[src/rtl/instruction_fetch_queue.sv]
`default_nettype none
// ============================================================================
// Module   : instruction_fetch_queue
// Purpose  : Fetches IPC-wide instruction bundles from a variable-latency
//            instruction memory (at most one request in flight). Buffers them
//            in a circular QUEUE_DEPTH-entry queue ahead of decode. Taken
//            branches flush the queue, redirect the PC and discard any stale
//            in-flight response.
// Revision : 1.0  initial release
// ----------------------------------------------------------------------------
// Ports:
//   clk, rst_n        clock (rising edge), asynchronous active-low reset
//   halt              stop issuing IM requests; the queue keeps draining
//   isBranchTaken     one-cycle redirect pulse (highest priority)
//   branchTarget      redirect PC
//   IM_req/IM_address request and bundle address toward instruction memory
//   IM_ready          IM accepts the request when IM_req & IM_ready
//   IM_data           response bundle (slot 0 in the LSBs)
//   IM_dataValid      response valid
//   IF_data/IF_pc     head-of-queue bundle and its PC
//   IF_dataValid      head entry valid
//   IF_ready          decode accepts the head when IF_dataValid & IF_ready
//   queue_count       number of occupied queue entries
// Optional macro FETCH_STATS_EN:
//   stat_fetched      bundles pushed into the queue (wraps at 2^32)
//   stat_discarded    responses dropped because of a redirect (wraps at 2^32)
// ============================================================================
module instruction_fetch_queue #(
  parameter int                       ADDRESS_WIDTH = 32,
  parameter int                       INSTR_WIDTH   = 32,
  parameter int                       IPC           = 2,
  parameter int                       QUEUE_DEPTH   = 4,
  parameter logic [ADDRESS_WIDTH-1:0] RESET_PC      = '0
) (
  input  logic                           clk,
  input  logic                           rst_n,
  input  logic                           halt,
  input  logic                           isBranchTaken,
  input  logic [ADDRESS_WIDTH-1:0]       branchTarget,
  output logic                           IM_req,
  output logic [ADDRESS_WIDTH-1:0]       IM_address,
  input  logic                           IM_ready,
  input  logic [IPC*INSTR_WIDTH-1:0]     IM_data,
  input  logic                           IM_dataValid,
  output logic [IPC*INSTR_WIDTH-1:0]     IF_data,
  output logic [ADDRESS_WIDTH-1:0]       IF_pc,
  output logic                           IF_dataValid,
  input  logic                           IF_ready,
`ifdef FETCH_STATS_EN
  output logic [31:0]                    stat_fetched,
  output logic [31:0]                    stat_discarded,
`endif
  output logic [$clog2(QUEUE_DEPTH):0]   queue_count
);

  localparam int c_PTR_W = $clog2(QUEUE_DEPTH);
  localparam int c_CNT_W = c_PTR_W + 1;
  localparam int c_BW    = IPC * INSTR_WIDTH;

  localparam logic [c_PTR_W-1:0]       c_PTR_ONE = c_PTR_W'(1);
  localparam logic [c_CNT_W-1:0]       c_CNT_ONE = c_CNT_W'(1);
  localparam logic [c_CNT_W-1:0]       c_DEPTH   = c_CNT_W'(QUEUE_DEPTH);
  localparam logic [ADDRESS_WIDTH-1:0] c_PC_INC  = ADDRESS_WIDTH'(IPC);

  // Fetch-side state
  logic [ADDRESS_WIDTH-1:0] r_pc;
  logic [ADDRESS_WIDTH-1:0] r_req_pc;
  logic                     r_outstanding;
  logic                     r_drop;

  // Queue state
  logic [c_BW-1:0]          r_q_data [QUEUE_DEPTH];
  logic [ADDRESS_WIDTH-1:0] r_q_pc   [QUEUE_DEPTH];
  logic [c_PTR_W-1:0]       r_head;
  logic [c_PTR_W-1:0]       r_tail;
  logic [c_CNT_W-1:0]       r_count;

  logic w_accept;
  logic w_resp;
  logic w_push;
  logic w_pop;
  logic w_discard;

  // A free slot at issue time is enough: with a single request in flight the
  // slot reserved here is still free when the response is pushed.
  assign IM_req     = rst_n & ~halt & ~isBranchTaken & ~r_outstanding &
                      (r_count < c_DEPTH);
  assign IM_address = r_pc;

  assign w_accept  = IM_req & IM_ready;
  // Responses without an outstanding request are stray and are ignored.
  assign w_resp    = IM_dataValid & r_outstanding;
  assign w_push    = w_resp & ~r_drop & ~isBranchTaken;
  assign w_discard = w_resp & (r_drop | isBranchTaken);
  // A pop during a redirect is irrelevant: the flush wins.
  assign w_pop     = IF_dataValid & IF_ready & ~isBranchTaken;

  assign IF_dataValid = (r_count != '0);
  assign IF_data      = r_q_data[r_head];
  assign IF_pc        = r_q_pc[r_head];
  assign queue_count  = r_count;

  // PC, request bookkeeping and stale-response tracking
  always_ff @(posedge clk or negedge rst_n) begin
    if (!rst_n) begin
      r_pc          <= RESET_PC;
      r_req_pc      <= '0;
      r_outstanding <= 1'b0;
      r_drop        <= 1'b0;
    end else begin
      if (isBranchTaken) begin
        r_pc <= branchTarget;
      end else if (w_accept) begin
        r_pc <= r_pc + c_PC_INC;
      end

      if (w_accept) begin
        r_req_pc <= r_pc;
      end

      if (w_accept) begin
        r_outstanding <= 1'b1;
      end else if (w_resp) begin
        r_outstanding <= 1'b0;
      end

      // The in-flight response belongs to the old path; remember to drop it
      // unless it lands in the redirect cycle itself (then discarded now).
      if (isBranchTaken && r_outstanding && !IM_dataValid) begin
        r_drop <= 1'b1;
      end else if (w_resp) begin
        r_drop <= 1'b0;
      end
    end
  end

  // Queue pointers and occupancy
  always_ff @(posedge clk or negedge rst_n) begin
    if (!rst_n) begin
      r_head  <= '0;
      r_tail  <= '0;
      r_count <= '0;
    end else if (isBranchTaken) begin
      r_head  <= '0;
      r_tail  <= '0;
      r_count <= '0;
    end else begin
      if (w_push) begin
        r_tail <= r_tail + c_PTR_ONE;
      end
      if (w_pop) begin
        r_head <= r_head + c_PTR_ONE;
      end
      case ({w_push, w_pop})
        2'b10:   r_count <= r_count + c_CNT_ONE;
        2'b01:   r_count <= r_count - c_CNT_ONE;
        default: r_count <= r_count;
      endcase
    end
  end

  // Queue storage; cleared on reset so the head outputs read zero
  always_ff @(posedge clk or negedge rst_n) begin
    if (!rst_n) begin
      for (int i = 0; i < QUEUE_DEPTH; i++) begin
        r_q_data[i] <= '0;
        r_q_pc[i]   <= '0;
      end
    end else if (w_push) begin
      r_q_data[r_tail] <= IM_data;
      r_q_pc[r_tail]   <= r_req_pc;
    end
  end

`ifdef FETCH_STATS_EN
  logic [31:0] r_stat_fetched;
  logic [31:0] r_stat_discarded;

  always_ff @(posedge clk or negedge rst_n) begin
    if (!rst_n) begin
      r_stat_fetched   <= '0;
      r_stat_discarded <= '0;
    end else begin
      if (w_push) begin
        r_stat_fetched <= r_stat_fetched + 32'd1;
      end
      if (w_discard) begin
        r_stat_discarded <= r_stat_discarded + 32'd1;
      end
    end
  end

  assign stat_fetched   = r_stat_fetched;
  assign stat_discarded = r_stat_discarded;
`else
  // Without statistics the discard strobe has no consumer.
  logic w_unused_discard;
  assign w_unused_discard = w_discard;
`endif

endmodule
`default_nettype wire
[config.mk]
export PLATFORM = sky130hd
export DESIGN_NAME = instruction_fetch_queue
export DESIGN_NICKNAME = d
export VERILOG_FILES = /design/src/rtl/instruction_fetch_queue.sv
export SDC_FILE = /design/constraint.sdc
export NUM_CORES = 1
export LEC_CHECK = 0
export CAP_MARGIN = 10
export CORE_ASPECT_RATIO = 1.75
export CORE_MARGIN = 1.5
export CORE_UTILIZATION = 40
export CTS_CLUSTER_DIAMETER = 60
export DETAILED_ROUTE_END_ITERATION = 7
export HOLD_SLACK_MARGIN = 0.08
export PLACE_DENSITY_LB_ADDON = 0.1
export REMOVE_ABC_BUFFERS = 1
export SETUP_SLACK_MARGIN = 0.3
export SLEW_MARGIN = 20
export SYNTH_ARGS = -nofsm -noshare
export SYNTH_HDL_FRONTEND = slang
export SYNTH_SLANG_ARGS = --single-unit
[constraint.sdc]
create_clock -name clk -period 4.25 [get_ports clk]
set_input_delay 1.0625 -clock clk [delete_from_list [all_inputs] [get_ports clk]]
set_output_delay 1.0625 -clock clk [all_outputs]
set_load 0.01 [all_outputs]
==> results.toml <==
[global_route]
first_global_vias = 13220
grtUsageTotal = 0.1908
antenna_found_initial = 0
grt_first_pass_wirelength_mm = 75.89
grt_start_max_net_pins = 144
overflow = 0

[floorplanning]
die-area_um2 = 51370
io_pins = 236
die_h_um = 298.7
rows = 108
core_um2 = 49460
dieWidth_um = 172.0
start_util = 0.4041

[route]
vias = 11990
antenna_left = 0
drt_iter0_drc = 534
drt_pass1_iterations = 4
via_per_inst = 5.319
drt-total-wl_mm = 47.29
drc = 0
wl_per_cell_um = 20.97

[critical_path]
endpoint = "IF_pc[13]"
crit_start = "r_head[0]"
cp_data_arrival_time_ns = 2.68
worstSetupPathType = "flip-flop to primary output"
r2r_start = "r_outstanding"
crit_path_max_fanout = 63
r2r_cells = 5
rr_endpoint = "IM_address[23]"
worst_setup_path_end_kind = "primary output"
r2r_slack_ns = 1.88
start_kind = "flip-flop"
required_ns = 3.19

[placed_design]
dp_hpwl_mm = 28.75
post_dp_cell_area_um2 = 23170
place_inst = 2172
place.gp.congestion = 0.7773
io_buffer_count = 235
place_ws_ns = 0.6504

[logic_synthesis]
synth_edf_count = 0
yosysTopAreaCell = "dfrtp_1"
syn-cell-area_um2 = 19990
ys_seq_elements = 457
yosysTopAreaCellShare = 0.5722
synth-seq-area-share = 0.5722
synth_warnings = 0
synthArstFlopShare = 1.000
postSynthAreaPerCell_um2 = 14.96
ys.flop_type = "dfrtp_1"
synth_area_leaders = "dfrtp_1 (57%), mux2_2 (22%), mux4_2 (11%), nand2_1 (2.4%), buf_1 (0.62%)"
yosysUniqueCellTypes = 49
syn_inst = 1336

[finish]
postLayoutCoreUtil = 0.4993
fillerInstances = 4381
register_area_um2 = 11440
area_growth_pct = 23.55
final_cells = 2255
multi_input_area_um2 = 8210
design_area_um2 = 24690
drive_above_1_share = 0.3737
layout_commonest_cell = "dfrtp_1"
layout_common_cells = "dfrtp_1 (455), mux2_2 (386), clkdlybuf4s50_1 (233), nand2_1 (122), mux4_2 (96)"
num_antenna_cells = 0
nNetsFinal = 1668

[sta]
fin_skew_ns = 0.02035
post-route-period-util = 0.8794
period_needed_ns = 3.738
fin_ws_ns = 0.5123
holdWs_ns = 0.4299
max_freq_mhz = 267.5
grt_setup_unrepaired = "no"
drv_slew = 0
slew_headroom = 0.4476
hold_violations = 0
finalSetupTns_ns = 0
worstMarginPinSlew_ns = 0.8222
setup_viol = 0

[power]
p_per_area_nw_per_um2 = 533.3
ir_drop_mv = 0.3516
power_mw = 13.17
power_leakage_nw = 11.53

[hold_path]
hp-class = "input pin to asynchronous set/reset pin"

[clocking]
clock_latency_ns = 0.56
post_cts_buffers = 0
clockBufferDepth = 3
ctsHoldBuffers = 0
htreeDepth = 2
cts_root_buf = "clkbuf_16"
cts_resized = 0
clock-sinks = 457
cts_tree = "built"
clkTransAtPathRegs_ns = 0.07
numCtsBuffers = 45

[flow_run]
cap_violations = 0

[run_status]
outcome = "finished, final reports clean"
[where the power goes]
part / switching (mW) / leakage [nW] / internal, mW / total [mW]
Combinational: 1.44 / 4.60 / 2.17 / 3.62
Clock: 1.72 / 0.751 / 2.37 / 4.09
Sequential: 0.478 / 6.18 / 4.98 / 5.46
[metal layers]
metal / GRT usage / vias up / wire [um]
met5: 0 / - / 0
met4: 0.05176 / 0 / 972
met3: 0.03205 / 58 / 2059
met2: 0.3277 / 260 / 24240
met1: 0.2476 / 6314 / 20010
li1: - / 5362 / -
[cells in the mapped netlist, drive strengths merged (3+ instances only)]
cell,n
buf,58
nand3,24
or4,3
mux2i,6
and3,5
xnor2,6
and2,4
xor2,3
o211ai,5
clkbuf,26
o21ai,21
ha,5
mux2,386
a221o,5
nor3b,5
mux4,96
inv,7
dfrtp,457
and4,3
nand4,13
nor2,22
nor3,6
or3,4
nand3b,3
a21oi,8
o311ai,4
a31oi,3
nand2,126
a22oi,5
[area by class of cell]
cell class,instances,share of cell area
Clock inverter,18,0.007449
Sequential cell,457,0.4634
Inverter,7,0.001064
Clock buffer,65,0.05402
Multi-Input combinational cell,788,0.3325
Tap cell,660,0.03344
Timing Repair Buffer,260,0.1081
[state kept, by name (all words and copies together) (netlist names)]
name,count
r_q_data,256
r_q_pc,128
IM_address,32
r_req_pc,32
queue_count,3
r_head,2
r_tail,2
r_drop,1
r_outstanding,1
[how the worst min path moves through the flow]
stage                        from             to  slack (ns)  depth (start not counted)
floorplan           r_q_data[100]  r_q_data[100]        0.47                          1
global placement    r_q_data[125]  r_q_data[125]        0.48                          1
detailed placement  r_q_data[120]  r_q_data[120]        0.49                          1
CTS                         rst_n  IM_address[9]        0.43                          1
global route                rst_n  IM_address[9]        0.44                          1
finish                      rst_n  IM_address[9]        0.43                          1
[critical path: stages, from the launching register on]
cell	delay (ns)
dfrtp_4	0.45
buf_12	0.43
mux4_2	0.57
clkdlybuf4s50_1	0.60
[logic make-up after synthesis]
group | after synthesis | share of synthesized area
flops | 457 | 0.5722
xor+xnor | 9 | 0.003944
buf+inv | 91 | 0.01878
fa+ha+maj | 6 | 0.004132
compound gates | 59 | 0.01947
mux | 488 | 0.3287
simple gates | 226 | 0.05278
Power figures use the tool's default switching activity.
